==> src/rtl/imem_program_loader.sv <==
`default_nettype none
// ============================================================================
// Module   : imem_program_loader
// Brief    : Receives a framed, XOR-checksummed byte stream, writes instruction
//            words into instruction memory and holds the core in reset until
//            a verified load completes.
// Revision : 1.0 - initial release
// ============================================================================
module imem_program_loader #(
  parameter int         DATA_WIDTH    = 20,
  parameter int         ADDRESS_WIDTH = 8,
  parameter int         MEM_SIZE      = 256,
  parameter logic [7:0] SYNC_BYTE     = 8'hA5
) (
  input  logic                     clk,
  input  logic                     rst,
  input  logic [7:0]               rx_data,
  input  logic                     rx_valid,
  output logic                     rx_ready,
  output logic                     imem_we,
  output logic [ADDRESS_WIDTH-1:0] imem_addr,
  output logic [DATA_WIDTH-1:0]    imem_wdata,
  output logic                     cpu_hold,
  output logic                     load_done,
  output logic                     load_error,
  output logic [ADDRESS_WIDTH:0]   words_loaded
);

  // Word counters must hold 256 even for narrow address widths.
  localparam int         c_CW      = (ADDRESS_WIDTH + 1 > 9) ? ADDRESS_WIDTH + 1 : 9;
  localparam logic [7:0] c_HI_MASK = 8'(16'h00FF << (DATA_WIDTH - 16));

  typedef enum logic [3:0] {
    S_IDLE  = 4'd0,
    S_COUNT = 4'd1,
    S_B0    = 4'd2,
    S_B1    = 4'd3,
    S_B2    = 4'd4,
    S_WRITE = 4'd5,
    S_CHECK = 4'd6,
    S_DONE  = 4'd7,
    S_ERROR = 4'd8
  } state_t;

  state_t                r_state;
  state_t                w_state_nxt;
  logic [c_CW-1:0]       r_n;
  logic [c_CW-1:0]       r_count;
  logic [7:0]            r_chk;
  logic [7:0]            r_b0;
  logic [7:0]            r_b1;
  logic                  w_accept;
  logic                  w_sync;
  logic                  w_hi_bad;
  logic                  w_last;
  logic [c_CW-1:0]       w_n;
  logic [DATA_WIDTH-1:0] w_word;

  assign rx_ready     = (r_state != S_WRITE);
  assign imem_we      = (r_state == S_WRITE);
  assign words_loaded = r_count[ADDRESS_WIDTH:0];

  assign w_accept = rx_valid && rx_ready;
  assign w_sync   = (rx_data == SYNC_BYTE);
  assign w_hi_bad = ((rx_data & c_HI_MASK) != 8'h00);
  assign w_last   = ((r_count + c_CW'(1)) == r_n);
  assign w_n      = (rx_data == 8'h00) ? c_CW'(256) : c_CW'(rx_data);
  assign w_word   = DATA_WIDTH'({rx_data, r_b1, r_b0});

  always_comb begin
    w_state_nxt = r_state;
    case (r_state)
      S_IDLE:  if (w_accept && w_sync) w_state_nxt = S_COUNT;
      S_COUNT: if (w_accept) w_state_nxt = (w_n > c_CW'(MEM_SIZE)) ? S_ERROR : S_B0;
      S_B0:    if (w_accept) w_state_nxt = S_B1;
      S_B1:    if (w_accept) w_state_nxt = S_B2;
      S_B2:    if (w_accept) w_state_nxt = w_hi_bad ? S_ERROR : S_WRITE;
      S_WRITE: w_state_nxt = w_last ? S_CHECK : S_B0;
      S_CHECK: if (w_accept) w_state_nxt = (rx_data == r_chk) ? S_DONE : S_ERROR;
      S_DONE,
      S_ERROR: if (w_accept && w_sync) w_state_nxt = S_COUNT;
      default: w_state_nxt = S_IDLE;
    endcase
  end

  always_ff @(posedge clk) begin
    if (rst) begin
      r_state    <= S_IDLE;
      r_n        <= '0;
      r_count    <= '0;
      r_chk      <= 8'h00;
      r_b0       <= 8'h00;
      r_b1       <= 8'h00;
      imem_addr  <= '0;
      imem_wdata <= '0;
      cpu_hold   <= 1'b1;
      load_done  <= 1'b0;
      load_error <= 1'b0;
    end else begin
      r_state    <= w_state_nxt;
      cpu_hold   <= (w_state_nxt != S_DONE);
      load_done  <= (w_state_nxt == S_DONE);
      load_error <= (w_state_nxt == S_ERROR);
      case (r_state)
        S_COUNT: if (w_accept) begin
          r_n     <= w_n;
          r_count <= '0;
          r_chk   <= 8'h00;
        end
        S_B0: if (w_accept) begin
          r_b0  <= rx_data;
          r_chk <= r_chk ^ rx_data;
        end
        S_B1: if (w_accept) begin
          r_b1  <= rx_data;
          r_chk <= r_chk ^ rx_data;
        end
        // Address and data load together so both are stable for the whole WRITE cycle.
        S_B2: if (w_accept && !w_hi_bad) begin
          imem_wdata <= w_word;
          imem_addr  <= r_count[ADDRESS_WIDTH-1:0];
          r_chk      <= r_chk ^ rx_data;
        end
        S_WRITE: r_count <= r_count + c_CW'(1);
        default: ;
      endcase
    end
  end

endmodule
`default_nettype wire

==> config.mk <==
export PLATFORM = sky130hd
export DESIGN_NAME = imem_program_loader
export DESIGN_NICKNAME = d
export VERILOG_FILES = /design/src/rtl/imem_program_loader.sv
export SDC_FILE = /design/constraint.sdc
export NUM_CORES = 1
export LEC_CHECK = 0
export CAP_MARGIN = 25
export CORE_ASPECT_RATIO = 1.75
export CORE_MARGIN = 1.5
export CORE_UTILIZATION = 58
export CTS_BUF_LIST = sky130_fd_sc_hd__clkbuf_16
export DETAILED_ROUTE_END_ITERATION = 7
export GPL_ROUTABILITY_DRIVEN = 0
export PLACE_DENSITY_LB_ADDON = 0.3
export SLEW_MARGIN = 20
export SYNTH_ARGS = -nofsm -noshare
export SYNTH_HDL_FRONTEND = slang
export SYNTH_SLANG_ARGS = --single-unit
==> constraint.sdc <==
create_clock -name clk -period 4.5 [get_ports clk]
set_clock_uncertainty 0.15 [all_clocks]
set_input_delay 0.9 -clock clk [delete_from_list [all_inputs] [get_ports clk]]
set_output_delay 0.9 -clock clk [all_outputs]
set_load 0.02 [all_outputs]
Word level (Yosys, flattened, before mapping)
Cells that the tools add are included.
{"block": "word_totals", "output_inout_bits": 42, "in_bits": 11, "mem_bits_rw": 0, "rom_bits": 0, "ff_bits": 77, "elab_cells": 67, "n_memories": 0, "latch_bits": 0}
{"block": "classes", "n_div": 0, "n_mul": 0, "eq_ne": 18, "n_reduce_logical": 17, "mux": 18, "n_lt_le_gt_ge": 1, "n_bitwise": 1, "add_sub_neg": 1, "n_shift": 0}
{"op": "$mux W4", "n": 9}
{"op": "$pmux W4 S7", "n": 1}
{"op": "$mux W8", "n": 3}
{"op": "$pmux W8 S3", "n": 1}
{"op": "$eq A4 B3 Y1 const B", "n": 5}
{"op": "$mux W9", "n": 2}
{"op": "$pmux W9 S2", "n": 1}
{"op": "$reduce_and A2 Y1", "n": 5}
{"op": "$add A9 B1 Y9 const B", "n": 1}
{"op": "$eq A9 B9 Y1", "n": 1}
{"op": "$gt A9 B9 Y1 const B", "n": 1}
{"op": "$eq A4 B2 Y1 const B", "n": 2}
{"op": "$eq A4 B4 Y1 const B", "n": 2}
{"op": "$eq A8 B8 Y1", "n": 1}
{"op": "$eq A8 B8 Y1 const B", "n": 1}
{"op": "$logic_not A8 Y1", "n": 1}
{"op": "$ne A4 B3 Y1 const B", "n": 2}
{"op": "$reduce_bool A8 Y1", "n": 1}
{"op": "$xor A8 B8 Y8", "n": 1}
{"op": "$eq A4 B1 Y1 const B", "n": 1}
{"op": "$logic_not A4 Y1", "n": 1}
{"op": "$ne A2 B2 Y1 const B", "n": 2}
{"op": "$reduce_and A4 Y1", "n": 1}
{"op": "$logic_and A1 B1 Y1", "n": 3}
{"op": "other kinds (7)", "n": 7}

Longest topological paths before layout
Gate-level depths: netlist (run 1).
{"block": "depth", "word_depth": 7, "ltp_mapped": 8}

Worst setup path before layout (run 1)
Ideal clock, no wire load.
{"block": "synth_path", "path_type": "in2reg", "from": "input port rx_data[5]", "to": "register imem_addr[0]", "arrival_time_ps": 2067, "n_path_buf": 2, "required_time_ps": 4218, "setup_slack_ps": 2150, "stages": 6, "path_cell_list": "buf_4 -> nor4_4 -> nand4_2 -> clkbuf_1 -> nand2_1 -> a21oi_1"}
{"block": "synth_via", "elab_chain_cells": 4}
{"element": "start, declared", "line": "17", "rtl": "input logic [7:0] rx_data,"}
{"element": "$reduce_bool A8 Y1", "line": "65", "rtl": "assign w_hi_bad = ((rx_data & c_HI_MASK) != 8'h00);"}
{"element": "$logic_not A1 Y1", "line": "119", "rtl": "S_B2: if (w_accept && !w_hi_bad) begin"}
{"element": "$logic_and A1 B1 Y1", "line": "119"}
{"element": "$reduce_and A2 Y1 (no line)"}
{"element": "end signal, assigned", "line": "121", "rtl": "imem_addr <= r_count[ADDRESS_WIDTH-1:0];"}
{"element": "end, declared", "line": "21", "rtl": "output logic [ADDRESS_WIDTH-1:0] imem_addr,"}
No other way between the ends.
A chain may end at the register's enable or synchronous reset.

Worst setup path after layout (run 1)
{"block": "layout_path", "from": "register r_state[1]", "to": "output port imem_we"}
{"block": "layout_via", "elab_chain_cells": 1}
{"element": "start, declared", "line": "45", "rtl": "state_t r_state;"}
{"element": "start signal, assigned", "line": "100", "rtl": "r_state <= w_state_nxt;"}
{"element": "$eq A4 B3 Y1", "line": "60", "rtl": "assign imem_we = (r_state == S_WRITE);"}
{"element": "end, declared", "line": "20", "rtl": "output logic imem_we,"}
No other way between the ends.

==> flow_summary.json, run 1 <==
{
  "worst_pin_slew_ns": 0.7263,
  "slew_violations": 0,
  "area.growth.synth_to_final_pct": 19.34,
  "crit_fanout": 20,
  "syn_inst": 448,
  "status": "finished clean",
  "ctsHoldBuffers": 0,
  "die_x_um": 63.12,
  "arrival_ns": 2.19,
  "rows": 38,
  "synth_area_leader_cell": "dfxtp_1",
  "viasPerCell": 5.871,
  "whs_endpoint": "imem_wdata[5]",
  "setup_ws_ns": 1.263,
  "maxCapViolCount": 0,
  "cts_tree": "built",
  "grt_pass1_wl_um": 14530,
  "async_reset_ff_share_pct": 0,
  "start_util_pct": 59.81,
  "drtIter0Drc": 322,
  "yosysMostFrequentCell": "dfxtp_1",
  "min_period_ns": 3.237,
  "core-area_um2": 6133,
  "antenna_cells": 0,
  "cts_root_buf": "clkbuf_16",
  "yosysSeqAreaShare_pct": 42.02,
  "cts_buffers": 9,
  "fp.dieH_um": 108.2,
  "cts.repair.resized": 0,
  "cp.required_ns": 3.45,
  "synth_commonest_cells": "dfxtp_1, nand2_1, a21oi_1",
  "drc_errors": 0,
  "power.density_nw_per_um2": 326.9,
  "cts_sinks": 77,
  "relSlewSlack_pct": 51.46,
  "ir_drop_mv": 0.2971,
  "first_pass_iters": 4,
  "r2r_slack_ns": 2.06,
  "die_area_um2": 6830,
  "drt.antenna.violating_nets": 0,
  "track_usage_pct": 27.22,
  "path_class": "flip-flop to output pin",
  "synth.net_count": 460,
  "rsz0062_at_grt": "no",
  "cts.clk_slew.worst_paths_ns": 0.06,
  "h-tree-depth": 3,
  "p_leak_nw": 1.520,
  "clkLatencyLatePin_ns": 0.34,
  "crit_path_start_kind": "flip-flop",
  "cts_max_path_buffers": 2,
  "finalHoldViolations": 0,
  "wl_per_cell_um": 15.62,
  "synth-edff-count": 0,
  "grt-ovfl-total": 0,
  "hpwl_um": 5995,
  "ys_top_cells_by_area": "dfxtp_1, a21oi_1, nand2_1, mux2i_1, xnor2_1",
  "synth.distinct_cells": 55,
  "wirelength_um": 8716,
  "synth_top_area_share_pct": 42.02,
  "fin_setup_tns_ns": 0,
  "r2r-start": "r_state[0]",
  "io_pins": 53,
  "worstHoldPathType": "flip-flop to flip-flop",
  "portBuffers": 52,
  "worstSetupEndpointType": "output pin",
  "avgSynthCellArea_um2": 8.189,
  "post-cts-setup-buffers": 0,
  "pre_cts_ws_ns": 1.053,
  "yosys_most_used_dff": "dfxtp_1",
  "syn_area_um2": 3669,
  "yosysWarnings": 0,
  "finalCoreUtilization_pct": 71.38,
  "grt_max_degree": 44,
  "vias": 3276,
  "fin_crit_sh_pct": 71.94,
  "antenna_found_initial": 0,
  "rr_worst_depth": 5,
  "fin_nets": 485,
  "ys_ff_latch": 77,
  "setup_viol_count_final": 0,
  "min_delay_path_depth": 2,
  "drive_above_1_share_pct": 6.485,
  "fmax_mhz": 308.9,
  "r2r_end": "words_loaded[2]",
  "hp-start": "r_b0[5]",
  "grt_pass1_vias": 3131
}
## final cells by class
cell class                      count  area [um^2]
Inverter                            4        15.01
Sequential cell                    77         1541
Multi-Input combinational cell    326         1893
Tap cell                           80        100.1
Clock inverter                      7        65.06
Timing Repair Buffer               55        538.0
Clock buffer                        9        225.2
Fill cell                         476         1755
## cells by family after synthesis
logic type | share of synthesized area (%)
AND/OR/NAND/NOR | 25.99
AO/OA/AOI/OAI | 15.86
flip-flops | 42.02
buffers and inverters | 6.378
XOR/XNOR | 4.775
multiplexers | 4.638
adder cells (fa/ha/maj) | 0.3410
## placed cells by master (no fill, tap or decap), drive strengths merged, types with 2 or more instances in the layout
master	n
buf	4
clkdlybuf4s50	51
or4	3
a31oi	5
mux2i	17
nand4	7
and4	5
clkinv	4
inv	6
nand2	74
a211oi	4
nand3b	9
or3	5
and2	2
o31ai	2
nand3	20
nor3	3
xor2	3
a21oi	62
o21ai	19
xnor2	17
nor2	37
clkbuf	9
nor3b	3
nor4	4
nand2b	2
dfxtp	77
nor2b	5
and3	5
## power by group
part           leakage (nW)  total (mW)  switching [mW]  internal (mW)
Combinational         0.752      0.0456          0.0315         0.0141
Sequential            0.620       0.682        0.000148          0.682
Clock                 0.148       0.704           0.278          0.426
Total                  1.52        1.43           0.310           1.12
## stage by stage
step | instance area [um^2] | power, mW | std cells | hold slack, ns
2_1_floorplan | 3669 | 0.7285 | 448 | 0.2812
3_3_place_gp | 4088 | 0.7413 | 542 | 0.2914
3_5_place_dp | 4088 | 0.7419 | 542 | 0.2963
4_1_cts | 4378 | 1.438 | 558 | 0.3071
5_1_grt | 4378 | 1.470 | 558 | 0.3255
6_report | 4378 | 1.431 | 558 | 0.3023
## worst max-delay path: stages (launching register included)
cell             delay, ns
dfxtp_1               0.69
nand4bb_1             0.21
buf_4                 0.24
inv_1                 0.15
clkdlybuf4s50_1       0.56
## layer usage
| layer | vias up | wire [um] | track usage [%] |
|---|---|---|---|
| met4 | 0 | 250 | 15.24 |
| met1 | 1551 | 3302 | 28.35 |
| met2 | 107 | 4792 | 49.47 |
| met3 | 18 | 370 | 6.452 |
| met5 | - | 0 | 0 |
| li1 | 1600 | - | - |
## worst max path at each step
stage	from	end	slack, ns	cells after the start
floorplan	rx_data[5]	imem_addr[0]	2.15	6
global placement	rx_data[4]	imem_addr[7]	1.09	5
global route	r_state[1]	imem_we	1.14	4
detailed placement	rx_data[4]	imem_addr[4]	1.05	5
finish	r_state[1]	imem_we	1.26	4
CTS	r_state[1]	imem_we	1.26	4
## state kept, by name, indices dropped and copies added (netlist names), 4 cells and up
signal        cells
imem_addr         8
r_chk             8
imem_wdata       20
r_b0              8
r_state           4
words_loaded      9
r_n               9
r_b1              8
Power figures use the tool's default switching activity.
==> run 2: changes to the inputs <==
--- a/config.mk
+++ b/config.mk
@@ -8,7 +8,7 @@
 export CAP_MARGIN = 25
 export CORE_ASPECT_RATIO = 1.75
 export CORE_MARGIN = 1.5
-export CORE_UTILIZATION = 58
+export CORE_UTILIZATION = 49
 export CTS_BUF_LIST = sky130_fd_sc_hd__clkbuf_16
 export DETAILED_ROUTE_END_ITERATION = 7
 export GPL_ROUTABILITY_DRIVEN = 0
==> constraint.sdc (replaced) <==
create_clock -name clk -period 2.88 [get_ports clk]
set_clock_uncertainty 0.15 [all_clocks]
set_input_delay 0.576 -clock clk [delete_from_list [all_inputs] [get_ports clk]]
set_output_delay 0.576 -clock clk [all_outputs]
set_load 0.02 [all_outputs]
==> flow_summary.json, run 2 (synthesis results as in run 1) <==
{
  "cts.clk_slew.worst_paths_ns": 0.06,
  "status": "finished clean",
  "worst_pin_slew_ns": 0.8014,
  "crit_fanout": 10,
  "track_usage_pct": 24.14,
  "wl_met1_um": 3482,
  "cts_max_path_buffers": 2,
  "die_x_um": 68.41,
  "finalHoldViolations": 0,
  "fin_setup_tns_ns": 0,
  "power.switching_mw": 0.5021,
  "cts_root_buf": "clkbuf_16",
  "fin_nets": 499,
  "min_period_ns": 2.707,
  "wl_per_cell_um": 15.43,
  "crit_path_start_kind": "flip-flop",
  "cts_buffers": 9,
  "portBuffers": 52,
  "die_area_um2": 8035,
  "relSlewSlack_pct": 46.57,
  "fmax_mhz": 369.4,
  "r2r-start": "words_loaded[1]",
  "comb_power_share_pct": 3.4,
  "arrival_ns": 1.98,
  "ir_drop_mv": 0.4185,
  "viasPerCell": 5.671,
  "wirelength_um": 8917,
  "whs_ns": 0.3026,
  "largest_reg_flops": 20,
  "rsz0062_at_grt": "no",
  "drtIter0Drc": 267,
  "grt_pass1_vias": 3159,
  "grt_max_degree": 43,
  "core-area_um2": 7233,
  "grt_pass1_wl_um": 14780,
  "start_util_pct": 50.72,
  "slew_violations": 0,
  "regMostFlops": "imem_wdata",
  "route.met2.wl_um": 4672,
  "worstSetupEndpointType": "output pin",
  "wl_met3_um": 365,
  "antenna_found_initial": 0,
  "h-tree-depth": 3,
  "setup_viol_count_final": 0,
  "highest_layer": "met4",
  "path_class": "flip-flop to output pin",
  "fin_crit_sh_pct": 94.00,
  "worstHoldPathType": "flip-flop to flip-flop",
  "cts_sinks": 77,
  "sw_frac_of_total_pct": 21.29,
  "final_common_cell": "dfxtp_1",
  "first_pass_iters": 4,
  "grt-ovfl-total": 0,
  "drt.antenna.violating_nets": 0,
  "p_leak_nw": 1.600,
  "p_int_mw": 1.856,
  "antenna_cells": 0,
  "clkPwrFrac_pct": 51.5,
  "area.growth.synth_to_final_pct": 23.84,
  "io_pins": 53,
  "cp.required_ns": 2.15,
  "cts_tree": "built",
  "maxCapViolCount": 0,
  "rows": 41,
  "hp-start": "imem_addr[5]",
  "seqPwrFrac_pct": 45.2,
  "drc_errors": 0,
  "hpwl_um": 6313,
  "fp.dieH_um": 117.5,
  "layout_common_cells": "dfxtp_1, nand2_1, a21oi_1",
  "vias": 3278,
  "drive_above_1_share_pct": 9.959,
  "power.density_nw_per_um2": 519.1,
  "critPathLaunch": "r_state[3]",
  "clkLatencyLatePin_ns": 0.34
}
-- run 2: changes by cell type in the layout (fill, tap and decap cells not counted) --
cell        previous run  this run
dfxtp_2                0         1
dfxtp_1               77        76
clkinv_1               1         0
nand4bb_2              0         1
bufinv_16              1         2
clkinv_2               2         1
clkinv_4               1         2
clkinvlp_4             0         1
inv_1                  4         3
buf_12                 0         1
buf_4                  3        16
nand4bb_1              1         0
-- run 2: through the flow --
step	std cells	util (%)	cell area (um^2)	total power, mW	setup slack, ns
2_1_floorplan	448	-	3669	1.138	0.7859
3_3_place_gp	562	58.24	4213	1.168	0.2358
3_5_place_dp	562	58.24	4213	1.168	0.1409
4_1_cts	578	62.74	4538	2.377	0.1201
5_1_grt	578	62.81	4543	2.425	0.06681
6_report	578	62.81	4543	2.359	0.1727
-- run 2: power groups by stage --
| stage | Sequential (mW) | Combinational (mW) | Clock (mW) |
|---|---|---|---|
| 3_3_place_gp | 1.09 | 0.0788 | 0 |
| 2_1_floorplan | 1.09 | 0.0494 | 0 |
| 3_5_place_dp | 1.09 | 0.0796 | 0 |
| 6_report | 1.07 | 0.0798 | 1.21 |
| 5_1_grt | 1.06 | 0.0858 | 1.27 |
| 4_1_cts | 1.07 | 0.0798 | 1.23 |
-- run 2: what timing repair did --
item                                    CTS  global route
hold buffers                              0             0
endpoints found under the setup margin    1             1
gates resized for setup                   1             1
hold endpoints to repair                  0             0
setup buffers                             0             0
-- run 2: cell type report --
type	count	area, um^2
Tap cell	86	107.6
Clock inverter	7	98.84
Multi-Input combinational cell	326	1898
Sequential cell	77	1543
Inverter	4	15.01
Clock buffer	9	225.2
Timing Repair Buffer	69	655.6
Fill cell	640	2690
-- run 2: per-layer routing --
| layer | vias to the layer above | GRT usage, % |
|---|---|---|
| met5 | - | 0 |
| met4 | 0 | 15.38 |
| met3 | 27 | 4.876 |
| met2 | 101 | 38.94 |
| met1 | 1521 | 27.70 |
| li1 | 1629 | - |
-- run 2: worst max-delay path, cell delays in order, from the launching register on --
cell and delay (ns):
dfxtp_1 0.41, nand4bb_2 0.37, inv_1 0.23, clkdlybuf4s50_1 0.64
-- run 2: path summary, 6_finish.rpt --
kind / end / slack, ns / cells past startpoint
hold reg to reg: imem_addr[5] / 0.30 / 2
setup reg to reg: cpu_hold / 0.62 / 6
setup / recovery: imem_we / 0.17 / 3
hold / removal: imem_addr[5] / 0.30 / 2
